`src/rtl/alu_arbiter_pkg.sv`:
```
// Shared definitions for the dual-core ALU arbiter: FSM state encodings and
// the ALU control codes understood by the shared alu.
package alu_arbiter_pkg;

    typedef enum logic [1:0] {
        S_IDLE = 2'd0,
        S_EXEC = 2'd1,
        S_RESP = 2'd2
    } state_t;

    localparam logic [2:0] ALU_AND = 3'b000;
    localparam logic [2:0] ALU_OR  = 3'b001;
    localparam logic [2:0] ALU_ADD = 3'b010;
    localparam logic [2:0] ALU_SUB = 3'b110;
    localparam logic [2:0] ALU_SLT = 3'b111;

endpackage

```
`src/rtl/alu_arbiter_rr_arb2.sv`:
```
// Two-way round-robin selector. Purely combinational: the caller owns the
// last_grant register and feeds it back in.
module rr_arb2 (
    input  logic [1:0] req,
    input  logic       last_grant,
    output logic [1:0] grant,
    output logic       gnt_id
);

    // Lone requester wins; on contention the core not served last time wins.
    always_comb begin
        if (req == 2'b11) begin
            gnt_id = ~last_grant;
        end else begin
            gnt_id = req[1];
        end
        if (req == 2'b00) begin
            grant = 2'b00;
        end else if (gnt_id) begin
            grant = 2'b10;
        end else begin
            grant = 2'b01;
        end
    end

endmodule

```
`src/rtl/alu_arbiter.sv`:
```
// Shares one WIDTH-bit ALU between two cores. One operation is accepted in
// IDLE, executed on the registered alu inputs in EXEC and returned as a
// one-cycle response pulse in RESP.
// Optional build macro: ALU_ARB_STATS_EN adds per-core 16-bit grant counters.
module alu_arbiter
    import alu_arbiter_pkg::*;
#(
    parameter int WIDTH = 8
) (
    input  logic             clk,
    input  logic             reset,
    input  logic             req0_valid,
    output logic             req0_ready,
    input  logic [WIDTH-1:0] req0_a,
    input  logic [WIDTH-1:0] req0_b,
    input  logic [2:0]       req0_alucont,
    output logic             rsp0_valid,
    output logic [WIDTH-1:0] rsp0_result,
    input  logic             req1_valid,
    output logic             req1_ready,
    input  logic [WIDTH-1:0] req1_a,
    input  logic [WIDTH-1:0] req1_b,
    input  logic [2:0]       req1_alucont,
    output logic             rsp1_valid,
    output logic [WIDTH-1:0] rsp1_result,
    output logic [WIDTH-1:0] alu_a,
    output logic [WIDTH-1:0] alu_b,
    output logic [2:0]       alu_alucont,
    input  logic [WIDTH-1:0] alu_result
`ifdef ALU_ARB_STATS_EN
    ,
    output logic [15:0]      grant_cnt0,
    output logic [15:0]      grant_cnt1
`endif
);

    state_t           state_reg;
    state_t           state_next;
    logic             last_grant_reg;
    logic             cur_grant_reg;
    logic [1:0]       req_valid_vec;
    logic [1:0]       rr_grant;
    logic             rr_gnt_id;
    logic             accept;
    logic [1:0]       ready_vec;
    logic [1:0]       rsp_valid_vec;
    logic [WIDTH-1:0] req_a_vec [2];
    logic [WIDTH-1:0] req_b_vec [2];
    logic [2:0]       req_c_vec [2];
    logic [WIDTH-1:0] rsp_result_reg [2];

    assign req_valid_vec = {req1_valid, req0_valid};
    assign req_a_vec[0]  = req0_a;
    assign req_a_vec[1]  = req1_a;
    assign req_b_vec[0]  = req0_b;
    assign req_b_vec[1]  = req1_b;
    assign req_c_vec[0]  = req0_alucont;
    assign req_c_vec[1]  = req1_alucont;

    rr_arb2 u_rr (
        .req        (req_valid_vec),
        .last_grant (last_grant_reg),
        .grant      (rr_grant),
        .gnt_id     (rr_gnt_id)
    );

    assign accept = (state_reg == S_IDLE) && (req_valid_vec != 2'b00);

    // State register.
    always_ff @(posedge clk) begin
        if (reset) begin
            state_reg <= S_IDLE;
        end else begin
            state_reg <= state_next;
        end
    end

    // Next state: fixed IDLE -> EXEC -> RESP -> IDLE loop, leaving IDLE only on a handshake.
    always_comb begin
        state_next = state_reg;
        case (state_reg)
            S_IDLE:  if (accept) state_next = S_EXEC;
            S_EXEC:  state_next = S_RESP;
            S_RESP:  state_next = S_IDLE;
            default: state_next = S_IDLE;
        endcase
    end

    // Outputs: ready only in IDLE for the winner, response pulse only in RESP.
    always_comb begin
        ready_vec     = 2'b00;
        rsp_valid_vec = 2'b00;
        if (state_reg == S_IDLE) begin
            ready_vec = rr_grant;
        end
        if (state_reg == S_RESP) begin
            rsp_valid_vec[cur_grant_reg] = 1'b1;
        end
    end

    assign req0_ready  = ready_vec[0];
    assign req1_ready  = ready_vec[1];
    assign rsp0_valid  = rsp_valid_vec[0];
    assign rsp1_valid  = rsp_valid_vec[1];
    assign rsp0_result = rsp_result_reg[0];
    assign rsp1_result = rsp_result_reg[1];

    // Operand latch and grant bookkeeping; last_grant moves only once the response is out.
    always_ff @(posedge clk) begin
        if (reset) begin
            alu_a          <= '0;
            alu_b          <= '0;
            alu_alucont    <= '0;
            cur_grant_reg  <= 1'b0;
            last_grant_reg <= 1'b1;
        end else begin
            if (accept) begin
                alu_a         <= req_a_vec[rr_gnt_id];
                alu_b         <= req_b_vec[rr_gnt_id];
                alu_alucont   <= req_c_vec[rr_gnt_id];
                cur_grant_reg <= rr_gnt_id;
            end
            if (state_reg == S_RESP) begin
                last_grant_reg <= cur_grant_reg;
            end
        end
    end

    generate
        for (genvar gi = 0; gi < 2; gi++) begin : g_core
            // Per-core result register: captured in EXEC, held until that core's next response.
            always_ff @(posedge clk) begin
                if (reset) begin
                    rsp_result_reg[gi] <= '0;
                end else if (state_reg == S_EXEC && cur_grant_reg == 1'(gi)) begin
                    rsp_result_reg[gi] <= alu_result;
                end
            end
        end
    endgenerate

`ifdef ALU_ARB_STATS_EN
    logic [15:0] grant_cnt_reg [2];

    generate
        for (genvar gi = 0; gi < 2; gi++) begin : g_stats
            // Count accepted handshakes per core; wraps naturally at 2^16.
            always_ff @(posedge clk) begin
                if (reset) begin
                    grant_cnt_reg[gi] <= '0;
                end else if (ready_vec[gi]) begin
                    grant_cnt_reg[gi] <= grant_cnt_reg[gi] + 16'd1;
                end
            end
        end
    endgenerate

    assign grant_cnt0 = grant_cnt_reg[0];
    assign grant_cnt1 = grant_cnt_reg[1];
`endif

endmodule

```
`config.mk`:
```
export PLATFORM = sky130hd
export DESIGN_NAME = alu_arbiter
export DESIGN_NICKNAME = d
export VERILOG_FILES = /design/src/rtl/alu_arbiter_pkg.sv /design/src/rtl/alu_arbiter_rr_arb2.sv /design/src/rtl/alu_arbiter.sv
export SDC_FILE = /design/constraint.sdc
export NUM_CORES = 1
export LEC_CHECK = 0
export CAP_MARGIN = 20
export CORE_ASPECT_RATIO = 0.5
export CORE_MARGIN = 2
export CORE_UTILIZATION = 35
export CTS_BUF_LIST = sky130_fd_sc_hd__clkbuf_16
export DETAILED_ROUTE_END_ITERATION = 12
export PLACE_DENSITY = 0.75
export SETUP_SLACK_MARGIN = 0.4
export SYNTH_ARGS = -nofsm -noshare
export SYNTH_HDL_FRONTEND = slang
export SYNTH_SLANG_ARGS = --single-unit
```
`constraint.sdc`:
```
create_clock -name clk -period 1.39 [get_ports clk]
set_clock_uncertainty 0.1 [all_clocks]
set_input_delay 0.278 -clock clk [delete_from_list [all_inputs] [get_ports clk]]
set_output_delay 0.278 -clock clk [all_outputs]
set_load 0.005 [all_outputs]
```
==> results of run 1 <==
-- cell type report --
class	instances	area share [%]
Timing Repair Buffer	130	37.0
Multi-Input combinational cell	105	27.1
Clock buffer	5	3.72
Tap cell	66	2.45
Clock inverter	3	0.446
Sequential cell	39	29.0
Inverter	2	0.223
-- critical path: cells and delay by family (launching register included) --
family | cells | cell delay [ns]
DFF | 1 | 0.37
and+or+nand+nor | 2 | 0.41
buffers and inverters | 1 | 0.14
-- power breakdown --
group	total (µW)	switching [µW]	leakage [µW]	internal, µW
Clock	1100	450	0.0000649	652
Combinational	982	412	0.000926	570
Sequential	1360	57.7	0.000366	1300
Total	3440	919	0.00136	2520
-- path summary, 6_finish.rpt --
path / startpoint / to / slack, ns
setup / recovery: state_reg[1] / req0_ready / -0.19
hold / removal: req0_valid / cur_grant_reg / 0.41
hold reg to reg: alu_b[2] / alu_b[2] / 0.44
setup reg to reg: state_reg[1] / alu_a[1] / -0.17
-- routing by layer --
| layer | routed length (µm) | vias to the layer above | share of wire, % |
|---|---|---|---|
| met5 | 0 | - | 0 |
| met4 | 234 | 0 | 3.4 |
| met3 | 414 | 23 | 6.0 |
| met2 | 3590 | 89 | 52 |
| met1 | 2700 | 926 | 39 |
| li1 | - | 846 | - |
-- metrics by stage --
step	power [µW]	util (%)	instance area, µm²	hold slack, ns	TNS [ns]
detailed placement	2080	61.7	2820	0.398	-16.45
floorplan	1660	-	1800	0.340	0
global placement	2070	61.7	2820	0.390	-14.02
CTS	3260	67.4	3080	0.404	-0.743
global route	3560	73.6	3360	0.420	-3.10
finish	3440	73.6	3360	0.415	-2.41
-- synthesized netlist by cell type (all sizes together), types with 3 or more instances --
| master | number | area [µm²] |
|---|---|---|
| nand3 | 10 | 50.1 |
| and2 | 8 | 50.1 |
| nor3 | 3 | 20.0 |
| nand2b | 3 | 18.8 |
| dfxtp | 23 | 460 |
| a211oi | 9 | 108 |
| buf | 9 | 53.8 |
| edfxtp | 16 | 480 |
| o21ai | 11 | 55.1 |
| mux2i | 9 | 90.1 |
| nor2 | 6 | 30.0 |
| a31oi | 10 | 62.6 |
| and3 | 8 | 50.1 |
| nand4 | 10 | 62.6 |
| a21oi | 10 | 50.1 |
| clkbuf | 5 | 18.8 |
-- timing repair --
| action | in CTS | in global routing |
|---|---|---|
| gates resized for setup | 216 | 43 |
| gates cloned | 2 | 2 |
| pin swaps | 9 | 27 |
| endpoints found under the setup margin | 94 | 94 |
| setup buffers | 8 | 12 |
-- logic make-up (layout without fill, tap and decap cells) --
group	count (synthesis)	count (layout)	synth area share (%)
compound gates	44	44	18.4
buf+inv	16	140	4.64
flops	39	39	54.5
mux	9	9	5.22
simple gates	51	52	17.2
==> reports/qor.txt, run 1 <==
Slew of the pin with the lowest slew margin = 0.399 ns
CP Launch Type = flop
GR Util met2 = 39.9%
Post-detail-place hpwl = 3680 µm
TritonCTS clock tree = built
Initial antenna violation count = 0
Routed WL = 6930 µm
CTS buffer count = 5
Worst R2R Path Depth = 8
Crit end category = primary output
Setup WS pre-CTS = -0.706 ns
Hold Path Class = primary input to flop
Leak Pwr = 0.00136 µW
Synth warnings = 0
Most common cell after layout, fill and taps aside = clkdlybuf4s50_1
Crit path time final = 1.58 ns
Antenna Cells = 0
Max-slew headroom = 73.4%
FF+latch area = 977 µm²
Total clock sinks = 39
Pre-Repair DR Iteration Count = 4
Final setup margin = -0.189 ns
Multi-input gate area in the final layout = 913 µm²
Total congestion overflow = 0
Yosys reg bits = 39
Slowest Stage Delay on Critical Path = 0.37 ns
Synth-to-layout area growth = 94.9%
Core area = 4570 µm²
Synth Area per Inst = 10.9 µm²
Worst-Skew Late Latency = 0.29 ns
Mapped Area = 1730 µm²
GR Layer Usage met3 = 4.94%
Final #Nets = 333
Drt wl/cell = 19.8 µm
Ys async rst share = 0%
# setup viols final = 34
CTS Hold Bufs = 0
Max rail drop VDD = 0.507 mV
Core Rows = 17
Crit path cell chain = or2_4 > nor3_4 > buf_2
EDFF count, synth = 16
Slowest-stage cell, CP = dfxtp_4
Status = finished, violations left
Die footprint = 5550 µm²
Clock H-tree levels = 2
Final worst path period share = 114%
Worst-path maximum fanout = 4
Vias = 1884
All-layer global routing usage = 21.2%
DP Cell Count = 318
Fillers = 303
Register area share after synthesis = 54.5%
Max-cap violations = 0
Worst path required time = 1.01 ns
Yosys cell types = 28
Layout Cells excl Fill = 350
Fraction of layout cells with a size suffix above 1 = 56.7%
Die Height = 53.7 µm
IO Pins = 89
Global-route wire length before repair = 8700 µm
Most Crowded Layer GR = met2
Max FFs per register = 16
Vias in the first global route = 1779
Final hold vios = 0
Clk pin slew, worst setup/hold paths = 0.06 ns
Most frequent cells in the layout = clkdlybuf4s50_1, buf_2, buf_6
Failing checks = setup timing
Max Clk Rate = 633 MHz
Dominant synthesized flop cell = dfxtp_1
DRT antenna net count = 0
Vias/cell = 5.38
Largest net degree at the start of global routing = 23
Slew Limit Fails = 0
Worst path arrival time = 1.20 ns
Root Buffer = clkbuf_16
CTS max path bufs = 2
Iteration-0 DRC Markers = 93
Met1 Usage GRT = 23.2%
Worst hold stages = 5
Drt drc = 0
RSZ-0062 raised after global routing = yes
Syn_nets = 209
# port buffers = 88
Pwr per Cell Area = 1020 nW/µm²
Die Width = 103 µm
Starting Density = 37.8%
Synth Instances = 159
Routability cong. = 0.711
Kind of critical path = flop to primary output
Note: power is estimated with default switching activity, not from simulation.
==> inputs of run 2 (changes only) <==
PLACE_DENSITY = 0.76   (was 0.75)
SYNTH_HIERARCHICAL = 1   (was unset)
==> reports/qor.txt, run 2 <==
Syn_nets = 198 (was 209)
Fraction of layout cells with a size suffix above 1 = 56.2% (was 56.7%)
Pwr per Cell Area = 1080 nW/µm² (was 1020 nW/µm²)
Area share of xor/xnor cells in the synthesized design = 0% (unchanged)
Comb pwr share = 24.4% (was 28.5%)
Clock H-tree levels = 2 (unchanged)
Net Sw Frac = 24.3% (was 26.7%)
Post-detail-place hpwl = 3230 µm (was 3680 µm)
Dominant synthesized flop cell = dfxtp_1 (unchanged)
Register area share after synthesis = 56.0% (was 54.5%)
TritonCTS clock tree = built (unchanged)
Layout Cells excl Fill = 333 (was 350)
Mux cell area share after synthesis = 11.3% (was 5.22%)
Leak Pwr = 0.00134 µW (was 0.00136 µW)
Hold Path Class = flop to flop (was primary input to flop)
Final hold slack = 0.422 ns (was 0.415 ns)
Mapped Area = 1680 µm² (was 1730 µm²)
Iteration-0 DRC Markers = 59 (was 93)
Total congestion overflow = 0 (unchanged)
Worst-Skew Late Latency = 0.28 ns (was 0.29 ns)
Synth Area per Inst = 11.4 µm² (was 10.9 µm²)
Synth-to-layout area growth = 93.5% (was 94.9%)
Clk pin slew, worst setup/hold paths = 0.06 ns (about the same)
Largest net degree at the start of global routing = 23 (unchanged)
Setup WS pre-CTS = -0.585 ns (was -0.706 ns)
# setup viols final = 23 (was 34)
Crit end category = primary output (unchanged)
Total clock sinks = 39 (unchanged)
# port buffers = 88 (unchanged)
Max Clk Rate = 651 MHz (was 633 MHz)
Compound-cell area share of the yosys netlist = 17.5% (was 18.4%)
Crit path time final = 1.54 ns (was 1.58 ns)
IO Pins = 89 (unchanged)
Worst path required time = 1.01 ns (about the same)
Worst-path maximum fanout = 2 (was 4)
Drt drc = 0 (unchanged)
Most common cell after layout, fill and taps aside = clkdlybuf4s50_1 (unchanged)
Clock power share = 36.7% (was 32.0%)
DP Cell Count = 305 (was 318)
Max-slew headroom = 78.9% (was 73.4%)
Die footprint = 5410 µm² (was 5550 µm²)
Final worst path period share = 111% (was 114%)
DRT antenna net count = 0 (unchanged)
Routed WL = 5470 µm (was 6930 µm)
RSZ-0062 raised after global routing = yes (unchanged)
Drt wl/cell = 16.4 µm (was 19.8 µm)
Synth Instances = 148 (was 159)
Routability cong. = 0.689 (was 0.711)
Vias = 1669 (was 1884)
Overall Power = 3520 µW (was 3440 µW)
Final #Nets = 316 (was 333)
Antenna Cells = 0 (unchanged)
Root Buffer = clkbuf_16 (unchanged)
Kind of critical path = flop to primary output (unchanged)
Int Pwr = 2670 µW (was 2520 µW)
Final setup margin = -0.147 ns (was -0.189 ns)
Yosys reg bits = 39 (unchanged)
Slew of the pin with the lowest slew margin = 0.313 ns (was 0.399 ns)
Max FFs per register = 16 (unchanged)
Core area = 4510 µm² (was 4570 µm²)
CTS buffer count = 5 (unchanged)
Most frequent cells in the layout = clkdlybuf4s50_1, buf_6, buf_2 (was clkdlybuf4s50_1, buf_2, buf_6)
Share of the synthesized area in the top cell type = 28.6% (was 27.8%)
Worst path arrival time = 1.16 ns (was 1.20 ns)
Largest family of logic cells by synthesized area = compound AO/OA/AOI/OAI gates (unchanged)
Core Rows = 17 (unchanged)
Die Width = 102 µm (was 103 µm)
Flop pwr share = 38.8% (was 39.5%)
Yosys cell types = 24 (was 28)
Area leader, netlist = edfxtp_1 (unchanged)
CTS Hold Bufs = 0 (unchanged)
Synth warnings = 6 (was 0)
Psw = 855 µW (was 919 µW)
Initial antenna violation count = 0 (unchanged)
Vias in the first global route = 1691 (was 1779)
List of most frequent post-synthesis cells = dfxtp_1, a21oi_1, a211oi_1, mux2i_1, edfxtp_1 (was dfxtp_1, edfxtp_1)
Starting Density = 37.3% (was 37.8%)
Status = finished, violations left (unchanged)
Synth Area in Adders = 0% (unchanged)
CTS max path bufs = 2 (unchanged)
Top post-synthesis cells by area = edfxtp_1, dfxtp_1, mux2i_1, a211oi_1, a21oi_1 (was edfxtp_1, dfxtp_1, a211oi_2, mux2i_1, a31oi_1)
Final hold vios = 0 (unchanged)
Global-route wire length before repair = 8090 µm (was 8700 µm)
Simple-Gate Fraction of Synth Area = 11.5% (was 17.2%)
Max rail drop VDD = 0.977 mV (was 0.507 mV)
Slew Limit Fails = 0 (unchanged)
Failing checks = setup timing (unchanged)
Max-cap violations = 0 (unchanged)
Ys async rst share = 0% (unchanged)
Top-count cell post-synth = dfxtp_1 (unchanged)
EDFF count, synth = 16 (unchanged)
All-layer global routing usage = 19.8% (was 21.2%)
Die Height = 53.0 µm (was 53.7 µm)
Pre-Repair DR Iteration Count = 4 (unchanged)
Vias/cell = 5.01 (was 5.38)
CP Launch Type = flop (unchanged)
run 2: cell count changes in the layout (fill, tap and decap cells not counted), sizes merged, moves of 10 or more:
| cell | previous run | this run |
|---|---|---|
| a211oi | 9 | 19 |
| a21oi | 10 | 20 |
| a31oi | 10 | 0 |
| mux2i | 9 | 19 |
| nand4 | 10 | 0 |
| o21ai | 11 | 1 |
run 2: kinds of logic after synthesis:
logic type / count (synthesis)
multiplexers: 19
AND/OR/NAND/NOR: 31
flip-flops: 39
AO/OA/AOI/OAI: 46
buffers and inverters: 13
run 2: layout make-up:
class	instances	area [µm²]
fill	301	1260
clock buffer	5	125
timing repair buffer	122	1130
inverter	2	7.51
multi-input combinational	96	892
tap	66	82.6
clock inverter	3	43.8
sequential	39	975
run 2: layer usage:
metal  share of wire [%]  wire, µm  vias up  track usage, %
met3                 5.9       324       14            6.08
li1                    -         -      790               -
met2                  52      2820       61            35.1
met4                 2.2       119        0            7.11
met1                  40      2210      804            23.0
met5                   0         0        -               0
run 2: final timing paths:
| path | from | to | slack, ns | cells past startpoint |
|---|---|---|---|---|
| setup reg to reg | last_grant_reg | alu_a[2] | -0.11 | 6 |
| hold reg to reg | alu_b[6] | alu_b[6] | 0.42 | 2 |
| hold / removal | alu_b[6] | alu_b[6] | 0.42 | 2 |
| setup / recovery | last_grant_reg | req1_ready | -0.15 | 4 |
run 2: power by group through the flow:
stage                     clock (µW)  combinational (µW)  sequential (µW)
after floorplan                    0                 276             1380
after global placement             0                 685             1370
after detailed placement           0                 696             1370
after CTS                       1320                 760             1360
after global routing            1370                 919             1380
final                           1290                 861             1370
run 2: repair_timing:
item | 4_1_cts | 5_1_grt
resized for setup | 229 | 25
endpoints found under the hold margin | 0 | 0
setup buffers | 14 | 5
pin swaps | 24 | 9
gates cloned | 1 | 0
endpoints found under the setup margin | 94 | 94
run 2: critical path, stage by stage, from the launching register on:
cell      delay, ns
dfxtp_2        0.33
buf_6          0.12
a21boi_2       0.16
and2_4         0.18
buf_6          0.09
run 2: metrics by stage:
stage	util, %	TNS, ns	area, µm²
2_1_floorplan	-	0	1750
4_1_cts	68.3	-0.681	3080
3_3_place_gp	61.0	-14.20	2750
3_5_place_dp	61.0	-15.34	2750
5_1_grt	72.1	-3.06	3250
6_report	72.1	-1.37	3250
